--- src/rtl/mem_port_arbiter_if.sv ---
// Bundle of the fetch, load/store and memory-bus signals around mem_port_arbiter.
// slave is the arbiter's view; master is the pipeline-plus-memory side.
interface mem_port_arbiter_if #(
  parameter int XLEN = 32
);
  logic            if_req_i;
  logic [XLEN-1:0] if_addr_i;
  logic [XLEN-1:0] if_rdata_o;
  logic            if_valid_o;
  logic            dm_req_i;
  logic            dm_we_i;
  logic [1:0]      dm_size_i;
  logic [XLEN-1:0] dm_addr_i;
  logic [XLEN-1:0] dm_wdata_i;
  logic [XLEN-1:0] dm_rdata_o;
  logic            dm_valid_o;
  logic            dm_err_o;
  logic            stallF_o;
  logic            stallM_o;
  logic            mem_req_o;
  logic            mem_we_o;
  logic [3:0]      mem_be_o;
  logic [XLEN-1:0] mem_addr_o;
  logic [XLEN-1:0] mem_wdata_o;
  logic            mem_gnt_i;
  logic            mem_rvalid_i;
  logic [XLEN-1:0] mem_rdata_i;

  modport slave (
    input  if_req_i, if_addr_i, dm_req_i, dm_we_i, dm_size_i, dm_addr_i, dm_wdata_i,
           mem_gnt_i, mem_rvalid_i, mem_rdata_i,
    output if_rdata_o, if_valid_o, dm_rdata_o, dm_valid_o, dm_err_o, stallF_o, stallM_o,
           mem_req_o, mem_we_o, mem_be_o, mem_addr_o, mem_wdata_o
  );

  modport master (
    output if_req_i, if_addr_i, dm_req_i, dm_we_i, dm_size_i, dm_addr_i, dm_wdata_i,
           mem_gnt_i, mem_rvalid_i, mem_rdata_i,
    input  if_rdata_o, if_valid_o, dm_rdata_o, dm_valid_o, dm_err_o, stallF_o, stallM_o,
           mem_req_o, mem_we_o, mem_be_o, mem_addr_o, mem_wdata_o
  );
endinterface

--- src/rtl/mem_port_arbiter.sv ---
// Shares one single-ported memory bus between instruction fetch and load/store,
// with data priority, a burst limit against fetch starvation, and byte-lane handling.
module mem_port_arbiter #(
  parameter int XLEN        = 32,
  parameter int MAX_D_BURST = 4
) (
  input logic              clk_i,
  input logic              rstn_i,
  mem_port_arbiter_if.slave bus
);
  localparam int CNT_W = $clog2(MAX_D_BURST + 1);

  typedef enum logic [1:0] {IDLE, REQ, WAIT, DONE} state_t;

  state_t          state_q, state_n;
  logic            own_dm_q, own_dm_n;
  logic [CNT_W-1:0] cnt_q, cnt_n;
  logic [XLEN-1:0] addr_q, addr_n;
  logic [XLEN-1:0] wdata_q, wdata_n;
  logic [XLEN-1:0] rdata_q, rdata_n;
  logic            we_q, we_n;
  logic [3:0]      be_q, be_n;
  logic [1:0]      lane_q, lane_n;
  logic            err_q, err_n;

  logic            misaligned;
  logic [3:0]      dm_be;
  logic [XLEN-1:0] dm_wdata;
  logic            grant_dm;
  logic [XLEN-1:0] rsp_data;

  // Lane steering of the incoming data request, evaluated before it is granted.
  always_comb begin
    misaligned = 1'b0;
    dm_be      = 4'b1111;
    dm_wdata   = bus.dm_wdata_i;
    case (bus.dm_size_i)
      2'd0: begin
        dm_be    = 4'b0001 << bus.dm_addr_i[1:0];
        dm_wdata = {4{bus.dm_wdata_i[7:0]}};
      end
      2'd1: begin
        misaligned = bus.dm_addr_i[0];
        dm_be      = 4'b0011 << {bus.dm_addr_i[1], 1'b0};
        dm_wdata   = {2{bus.dm_wdata_i[15:0]}};
      end
      default: misaligned = |bus.dm_addr_i[1:0];
    endcase
  end

  assign grant_dm = bus.dm_req_i && !((cnt_q == CNT_W'(MAX_D_BURST)) && bus.if_req_i);

  always_comb begin
    rsp_data = '0;
    if (!we_q) rsp_data = own_dm_q ? (bus.mem_rdata_i >> {lane_q, 3'b000}) : bus.mem_rdata_i;
  end

  // NOTE: every next-value gets its hold default first, so no path leaves one unassigned and no latch is inferred.
  always_comb begin
    state_n  = state_q;
    own_dm_n = own_dm_q;
    cnt_n    = cnt_q;
    addr_n   = addr_q;
    wdata_n  = wdata_q;
    rdata_n  = rdata_q;
    we_n     = we_q;
    be_n     = be_q;
    lane_n   = lane_q;
    err_n    = err_q;
    case (state_q)
      IDLE: begin
        err_n = 1'b0;
        if (grant_dm) begin
          own_dm_n = 1'b1;
          cnt_n    = bus.if_req_i ? cnt_q + CNT_W'(1) : '0;
          addr_n   = bus.dm_addr_i & ~XLEN'(3);
          we_n     = bus.dm_we_i;
          be_n     = dm_be;
          wdata_n  = dm_wdata;
          lane_n   = bus.dm_addr_i[1:0];
          rdata_n  = '0;
          // A misaligned access never reaches the bus; it just reports the error.
          if (misaligned) begin
            err_n   = 1'b1;
            state_n = DONE;
          end else begin
            state_n = REQ;
          end
        end else if (bus.if_req_i) begin
          own_dm_n = 1'b0;
          cnt_n    = '0;
          addr_n   = bus.if_addr_i & ~XLEN'(3);
          we_n     = 1'b0;
          be_n     = 4'b1111;
          wdata_n  = '0;
          lane_n   = 2'd0;
          rdata_n  = '0;
          state_n  = REQ;
        end else begin
          cnt_n = '0;
        end
      end
      REQ: begin
        if (bus.mem_gnt_i) begin
          if (bus.mem_rvalid_i) begin
            rdata_n = rsp_data;
            state_n = DONE;
          end else begin
            state_n = WAIT;
          end
        end
      end
      WAIT: begin
        if (bus.mem_rvalid_i) begin
          rdata_n = rsp_data;
          state_n = DONE;
        end
      end
      default: state_n = IDLE;
    endcase
  end

  // NOTE: state registers use non-blocking assignments so all flops update together on the edge.
  always_ff @(posedge clk_i or negedge rstn_i) begin
    if (!rstn_i) begin
      state_q  <= IDLE;
      own_dm_q <= 1'b0;
      cnt_q    <= '0;
      addr_q   <= '0;
      wdata_q  <= '0;
      rdata_q  <= '0;
      we_q     <= 1'b0;
      be_q     <= '0;
      lane_q   <= 2'd0;
      err_q    <= 1'b0;
    end else begin
      state_q  <= state_n;
      own_dm_q <= own_dm_n;
      cnt_q    <= cnt_n;
      addr_q   <= addr_n;
      wdata_q  <= wdata_n;
      rdata_q  <= rdata_n;
      we_q     <= we_n;
      be_q     <= be_n;
      lane_q   <= lane_n;
      err_q    <= err_n;
    end
  end

  // Bus fields are only driven while a request is actually on the bus.
  assign bus.mem_req_o   = (state_q == REQ);
  assign bus.mem_we_o    = (state_q == REQ) && we_q;
  assign bus.mem_be_o    = (state_q == REQ) ? be_q : 4'b0000;
  assign bus.mem_addr_o  = (state_q == REQ) ? addr_q : '0;
  assign bus.mem_wdata_o = (state_q == REQ) ? wdata_q : '0;

  assign bus.if_valid_o = (state_q == DONE) && !own_dm_q;
  assign bus.dm_valid_o = (state_q == DONE) && own_dm_q;
  assign bus.dm_err_o   = bus.dm_valid_o && err_q;
  assign bus.if_rdata_o = bus.if_valid_o ? rdata_q : '0;
  assign bus.dm_rdata_o = bus.dm_valid_o ? rdata_q : '0;

  assign bus.stallF_o = bus.if_req_i && !bus.if_valid_o;
  assign bus.stallM_o = bus.dm_req_i && !bus.dm_valid_o;
endmodule

--- src/flat_wrapper.sv ---
// flat-port wrapper written by rule: the top's interface ports become plain ports
module mem_port_arbiter_flat 
#(
  parameter int XLEN        = 32,
  parameter int MAX_D_BURST = 4
)
  (clk_i, rstn_i, bus_if_req_i, bus_if_addr_i, bus_dm_req_i, bus_dm_we_i, bus_dm_size_i, bus_dm_addr_i, bus_dm_wdata_i, bus_mem_gnt_i, bus_mem_rvalid_i, bus_mem_rdata_i, bus_if_rdata_o, bus_if_valid_o, bus_dm_rdata_o, bus_dm_valid_o, bus_dm_err_o, bus_stallF_o, bus_stallM_o, bus_mem_req_o, bus_mem_we_o, bus_mem_be_o, bus_mem_addr_o, bus_mem_wdata_o);
  mem_port_arbiter_if #(.XLEN(XLEN)) bus_i ();
  input logic clk_i;
  input logic rstn_i;
  input wire logic [$bits(bus_i.if_req_i)-1:0] bus_if_req_i;
  input wire logic [$bits(bus_i.if_addr_i)-1:0] bus_if_addr_i;
  input wire logic [$bits(bus_i.dm_req_i)-1:0] bus_dm_req_i;
  input wire logic [$bits(bus_i.dm_we_i)-1:0] bus_dm_we_i;
  input wire logic [$bits(bus_i.dm_size_i)-1:0] bus_dm_size_i;
  input wire logic [$bits(bus_i.dm_addr_i)-1:0] bus_dm_addr_i;
  input wire logic [$bits(bus_i.dm_wdata_i)-1:0] bus_dm_wdata_i;
  input wire logic [$bits(bus_i.mem_gnt_i)-1:0] bus_mem_gnt_i;
  input wire logic [$bits(bus_i.mem_rvalid_i)-1:0] bus_mem_rvalid_i;
  input wire logic [$bits(bus_i.mem_rdata_i)-1:0] bus_mem_rdata_i;
  output wire logic [$bits(bus_i.if_rdata_o)-1:0] bus_if_rdata_o;
  output wire logic [$bits(bus_i.if_valid_o)-1:0] bus_if_valid_o;
  output wire logic [$bits(bus_i.dm_rdata_o)-1:0] bus_dm_rdata_o;
  output wire logic [$bits(bus_i.dm_valid_o)-1:0] bus_dm_valid_o;
  output wire logic [$bits(bus_i.dm_err_o)-1:0] bus_dm_err_o;
  output wire logic [$bits(bus_i.stallF_o)-1:0] bus_stallF_o;
  output wire logic [$bits(bus_i.stallM_o)-1:0] bus_stallM_o;
  output wire logic [$bits(bus_i.mem_req_o)-1:0] bus_mem_req_o;
  output wire logic [$bits(bus_i.mem_we_o)-1:0] bus_mem_we_o;
  output wire logic [$bits(bus_i.mem_be_o)-1:0] bus_mem_be_o;
  output wire logic [$bits(bus_i.mem_addr_o)-1:0] bus_mem_addr_o;
  output wire logic [$bits(bus_i.mem_wdata_o)-1:0] bus_mem_wdata_o;
  assign bus_i.if_req_i = bus_if_req_i;
  assign bus_i.if_addr_i = bus_if_addr_i;
  assign bus_i.dm_req_i = bus_dm_req_i;
  assign bus_i.dm_we_i = bus_dm_we_i;
  assign bus_i.dm_size_i = bus_dm_size_i;
  assign bus_i.dm_addr_i = bus_dm_addr_i;
  assign bus_i.dm_wdata_i = bus_dm_wdata_i;
  assign bus_i.mem_gnt_i = bus_mem_gnt_i;
  assign bus_i.mem_rvalid_i = bus_mem_rvalid_i;
  assign bus_i.mem_rdata_i = bus_mem_rdata_i;
  assign bus_if_rdata_o = bus_i.if_rdata_o;
  assign bus_if_valid_o = bus_i.if_valid_o;
  assign bus_dm_rdata_o = bus_i.dm_rdata_o;
  assign bus_dm_valid_o = bus_i.dm_valid_o;
  assign bus_dm_err_o = bus_i.dm_err_o;
  assign bus_stallF_o = bus_i.stallF_o;
  assign bus_stallM_o = bus_i.stallM_o;
  assign bus_mem_req_o = bus_i.mem_req_o;
  assign bus_mem_we_o = bus_i.mem_we_o;
  assign bus_mem_be_o = bus_i.mem_be_o;
  assign bus_mem_addr_o = bus_i.mem_addr_o;
  assign bus_mem_wdata_o = bus_i.mem_wdata_o;
  mem_port_arbiter #(.XLEN(XLEN), .MAX_D_BURST(MAX_D_BURST)) u_core (.clk_i(clk_i), .rstn_i(rstn_i), .bus(bus_i));
endmodule
--- config.mk ---
export PLATFORM = sky130hd
export DESIGN_NAME = mem_port_arbiter_flat
export DESIGN_NICKNAME = d
export VERILOG_FILES = /design/src/rtl/mem_port_arbiter_if.sv /design/src/rtl/mem_port_arbiter.sv /design/src/flat_wrapper.sv
export SDC_FILE = /design/constraint.sdc
export NUM_CORES = 1
export LEC_CHECK = 0
export CORE_UTILIZATION = 43
export DETAILED_ROUTE_END_ITERATION = 16
export PLACE_DENSITY = 0.81
export SYNTH_ARGS = -nofsm -noshare
export SYNTH_HDL_FRONTEND = slang
export SYNTH_SLANG_ARGS = --single-unit
--- constraint.sdc ---
create_clock -name clk_i -period 2.2 [get_ports clk_i]
set_clock_uncertainty 0.1 [all_clocks]
set_input_delay 0.44 -clock clk_i [delete_from_list [all_inputs] [get_ports clk_i]]
set_output_delay 0.44 -clock clk_i [all_outputs]
set_load 0.01 [all_outputs]
-- Word level (Yosys, flattened, before mapping)
Cells that the tools add are included.
- flip-flop bits (word level): 110
- bits in latches: 0
- bits in writable memories: 0
- ROM bits: 0
- bits of input ports: 137
- output and inout bits: 139
- logic and storage cells: 78
- memories: 0
- add/subtract/negate cells: 1
- multipliers: 0
- divide/modulo/power cells: 0
- magnitude comparators: 0
- eq/ne operators: 8
- shift-type cells: 3
- mux-type cells: 36
- bitwise logic cells: 0
- reduce and logical (&&, ||, !) cells: 20
- operator list (cell ; number):
    $mux W32 ; 13
    $pmux W32 S3 ; 1
    $pmux W32 S2 ; 1
    $shr A32 B5 Y32 ; 1
    $mux W2 ; 7
    $mux W4 ; 3
    $logic_and A1 B1 Y1 ; 8
    $pmux W4 S2 ; 1
    $mux W1 ; 6
    $mux W3 ; 2
    $pmux W2 S3 ; 1
    $reduce_and A3 Y1 ; 2
    $eq A2 B1 Y1 const B ; 2
    $eq A2 B2 Y1 const B ; 2
    $logic_not A1 Y1 ; 4
    $logic_not A2 Y1 ; 2
    $ne A2 B2 Y1 const B ; 2
    $shl A1 B2 Y4 const A ; 1
    $shl A2 B2 Y4 const A ; 1
    $add A3 B1 Y3 const B ; 1
    $eq A3 B3 Y1 const B ; 1
    $ne A3 B2 Y1 const B ; 1
    $reduce_bool A3 Y1 ; 1
    $pmux W1 S2 ; 1
    3 further kinds ; 3

-- Longest topological paths before layout
- depth after elaboration: 6
- depth in mapped cells: 8
- mapped depth without buffers: 6

-- Worst setup path after synthesis
OpenSTA, ideal clock, no wires.
- path kind: reg2reg
- start point: reg u_core.state_q[0]
- end point: reg u_core.rdata_q[6]
- library setup time: 64 ps
- data arrival time: 1890 ps
- data required time: 2036 ps
- path slack: 146 ps
- cell stages (with the launch flop): 9
- period minus slack after synthesis: 2054 ps
- cell sequence: dfrtp_1 > inv_1 > ha_1 > and3b_1 > or4b_1 > buf_2 > buf_6 > a211oi_2 > a21o_1
- word-level cells in the longest chain between the ends: 3
- elaborated cells between the ends (all ways): 8
- ends and longest elaborated chain (item ; line ; RTL):
    start: declaration ; mem_port_arbiter.sv:15 ; state_t state_q, state_n;
    start signal: assignment ; mem_port_arbiter.sv:137 ; state_q <= state_n;
    $eq A2 B1 Y1, or another cell as far along ; mem_port_arbiter.sv:70 ; case (state_q)
    $ne A2 B2 Y1 (no line), or another cell as far along ; -- ;
    $reduce_and A3 Y1 (no line) ; -- ;
    end signal: assignment ; mem_port_arbiter.sv:142 ; rdata_q <= rdata_n;
    end: declaration ; mem_port_arbiter.sv:20 ; logic [XLEN-1:0] rdata_q, rdata_n;
Several ways; a longest one is shown, not always the timed one.
A chain may end at the register's enable or synchronous reset.

-- Final worst setup path
- start point: reg u_core.state_q[1]
- end point: out bus_if_rdata_o[1]
- word-level cells in the longest chain between the ends: 3
- ends and longest elaborated chain (item ; line ; RTL):
    $eq A2 B2 Y1 ; mem_port_arbiter.sv:157 ; assign bus.if_valid_o = (state_q == DONE) && !own_dm_q;
    $logic_and A1 B1 Y1 ; mem_port_arbiter.sv:157 ;
    $mux W32 ; mem_port_arbiter.sv:160 ; assign bus.if_rdata_o = bus.if_valid_o ? rdata_q : '0;
    end: declaration ; flat_wrapper.sv:21 ; output wire logic [$bits(bus_i.if_rdata_o)-1:0] bus_if_rdata_o;
Every way passes these cells.

==> impl_metrics.json <==
{
  "first_global_vias": 5995,
  "cp.arrival_ns": 1.77,
  "yosys_warnings": 0,
  "start_util_pct": 43.9,
  "critical_path_class": "register to primary output",
  "clkLatencyLatePin_ns": 0.36,
  "end_kind": "primary output",
  "ys_ff_latch": 108,
  "place_area_um2": 9500,
  "setup_viol": 14,
  "mostFrequentLayoutCell": "clkdlybuf4s50_1",
  "rows": 44,
  "holdWs_ns": 0.375,
  "antenna_found_initial": 0,
  "num_io_pins": 276,
  "tightest_slew_ns": 0.959,
  "wl_per_cell_um": 18.1,
  "worst_path_dominant_cell_family": "buffers and inverters",
  "viasPerCell": 5.45,
  "required_ns": 1.66,
  "layout.nets": 1131,
  "finalPower_mw": 11.1,
  "path_clk_slew_ns": 0.07,
  "critPathMaxFanout": 6,
  "cts_tree": "built",
  "gp_congestion": 0.862,
  "synth_edf_count": 0,
  "power.density_nw_per_um2": 1100,
  "async_reset_ff_share_pct": 100,
  "synthesis.area_um2": 6360,
  "reg2reg_slack_ns": 0.01,
  "p_leak_nw": 4.93,
  "min_period_ns": 2.31,
  "sw_frac_of_total_pct": 40.0,
  "antenna_left": 0,
  "die_x_um": 124,
  "postLayoutCoreUtil_pct": 69.4,
  "grt_setup_unrepaired": "yes",
  "fin_crit_sh_pct": 105,
  "max_freq_mhz": 433,
  "hp-class": "register to register",
  "grt_start_max_net_pins": 63,
  "dp_hpwl_um": 14700,
  "drv_cap": 0,
  "max_slew_margin_pct": 35.4,
  "avgSynthCellArea_um2": 9.03,
  "yosysUniqueCellTypes": 40,
  "grt_pass1_wl_um": 31800,
  "num_vias": 6405,
  "wl_um": 21300,
  "diodes": 0,
  "fin_area_um2": 10000,
  "vdd_ir_drop_max_mv": 0.537,
  "globalRouteTotalUtil_pct": 27.8,
  "power.share.combinational_pct": 55.7,
  "drtIter0Drc": 447,
  "coreArea_um2": 14500,
  "clock_power_share_pct": 14.3,
  "startpoint_type": "register",
  "clock-sinks": 108,
  "violations": "negative setup slack",
  "crit_chain": "ha_4, nor2b_4, buf_6, buf_16, buf_12, and2_4, buf_6",
  "root_buffer": "clkbuf_16",
  "cpMaxStageDelayCell": "dfrtp_1",
  "place_inst": 1137,
  "drive_gt1_share_pct": 29.5,
  "final_max_slew_viol_count": 0,
  "die_area_um2": 15300,
  "dr.pass1.iters": 5,
  "seq_power_share_pct": 30.0,
  "synth-main-ff-cell": "dfrtp_1",
  "htreeDepth": 3,
  "pre_cts_slack_ns": -0.244,
  "run_status": "finished with violations",
  "power.switching_mw": 4.42,
  "io_buffers": 271,
  "final_cell_mix": "clkdlybuf4s50_1 (133), dfrtp_1 (106), o21ai_0 (69)",
  "timing.setup.tns_ns": -0.940,
  "path_buf_inv": 4,
  "final-instance-count-excl-fill": 1176,
  "syn_to_final_growth_pct": 58.0,
  "setup_ws_ns": -0.107,
  "grt-ovfl-total": 0,
  "yosysSeqAreaShare_pct": 42.5,
  "hold_violations": 0,
  "synth_cells": 704,
  "drcViolationCount": 0,
  "cts_buffer_depth": 2,
  "max_stage_delay_ns": 0.43,
  "die_h_um": 124,
  "p_int_mw": 6.64,
  "cp_common_cell": "buf_6",
  "cts_made_buffers": 9
}
[logic make-up after synthesis]
group / count (synthesis) / share of synthesized area (%)
AO/OA/AOI/OAI: 177 / 18.8
buffers and inverters: 89 / 5.69
AND/OR/NAND/NOR: 259 / 21.7
flip-flops: 108 / 42.5
adder cells (fa/ha/maj): 7 / 1.38
multiplexers: 63 / 9.94
other: 1 / 0.0590
[routing by layer]
metal | up-vias | global-route usage (%) | share of wire [%]
li1 | 3001 | - | -
met1 | 3076 | 33.5 | 39
met2 | 278 | 46.7 | 50
met3 | 50 | 7.55 | 7.8
met4 | 0 | 11.7 | 3.2
met5 | - | 0 | 0
[registers in the layout, summed over array words and instances (netlist names)]
| name | count |
|---|---|
| u_core.state_q | 2 |
| u_core.err_q | 1 |
| u_core.we_q | 1 |
| u_core.lane_q | 2 |
| u_core.cnt_q | 3 |
| u_core.own_dm_q | 1 |
| u_core.be_q | 4 |
| u_core.wdata_q | 32 |
| u_core.addr_q | 30 |
| u_core.rdata_q | 32 |
[cell type report]
cell class	count	area, µm²
fill	1127	4430
multi-input combinational	508	3530
timing repair buffer	333	3200
sequential	108	2710
clock buffer	13	260
tap	184	230
inverter	27	101
clock inverter	3	21.3
[worst reg2reg max path, cell delays in order, from the launching register on]
cell and delay (ns):
dfrtp_1 0.42, inv_2 0.08, buf_4 0.14, ha_1 0.29
and3b_1 0.18, or4b_4 0.48, buf_12 0.17, a211oi_2 0.16
a21o_1 0.11
[Yosys cell counts, types with 3 or more instances]
master	count	area (µm²)
dfrtp_1	108	2700
nor2_1	24	90.1
and2_1	101	632
nand2_1	67	251
a211oi_1	7	52.6
a21oi_1	13	65.1
buf_1	3	11.3
nand3_1	20	100
buf_2	10	50.1
inv_1	27	101
a21o_1	11	82.6
a22oi_1	8	60.1
nor3_1	3	15.0
clkbuf_1	46	173
a22o_1	18	158
o21a_1	9	67.6
o21ai_0	69	345
o2bb2ai_1	24	210
ha_1	7	87.6
mux2i_1	62	621
and3_1	33	206
nor2b_1	5	31.3
o22ai_1	9	56.3
[final timing paths]
kind / from / endpoint / depth (start not counted)
worst min-delay path: u_core.wdata_q[31] / u_core.wdata_q[31] / 2
worst max-delay path: u_core.state_q[1] / bus_if_rdata_o[1] / 7
max in group asynchronous: rstn_i / u_core.state_q[0] / 3
min in group asynchronous: rstn_i / u_core.rdata_q[28] / 2
worst min register to register: u_core.wdata_q[31] / u_core.wdata_q[31] / 2
worst max register to register: u_core.state_q[1] / u_core.rdata_q[3] / 8
[power by group through the flow]
stage / sequential (mW) / combinational, mW / clock [mW]
detailed placement: 3.29 / 5.49 / 0
global placement: 3.26 / 5.35 / 0
global route: 3.40 / 6.66 / 1.68
floorplan: 3.08 / 3.13 / 0
finish: 3.32 / 6.17 / 1.58
CTS: 3.29 / 5.65 / 1.60
[timing repair]
| item | CTS | global route |
|---|---|---|
| buffers inserted | 10 | 5 |
| gates resized for setup | 434 | 212 |
| hold endpoints to repair | 37 | 0 |
| hold buffers | 1 | 0 |
| pin swaps | 20 | 23 |
| endpoints found under the setup margin | 147 | 132 |
| cloned | 6 | 3 |
Note: power is estimated with default switching activity, not from simulation.
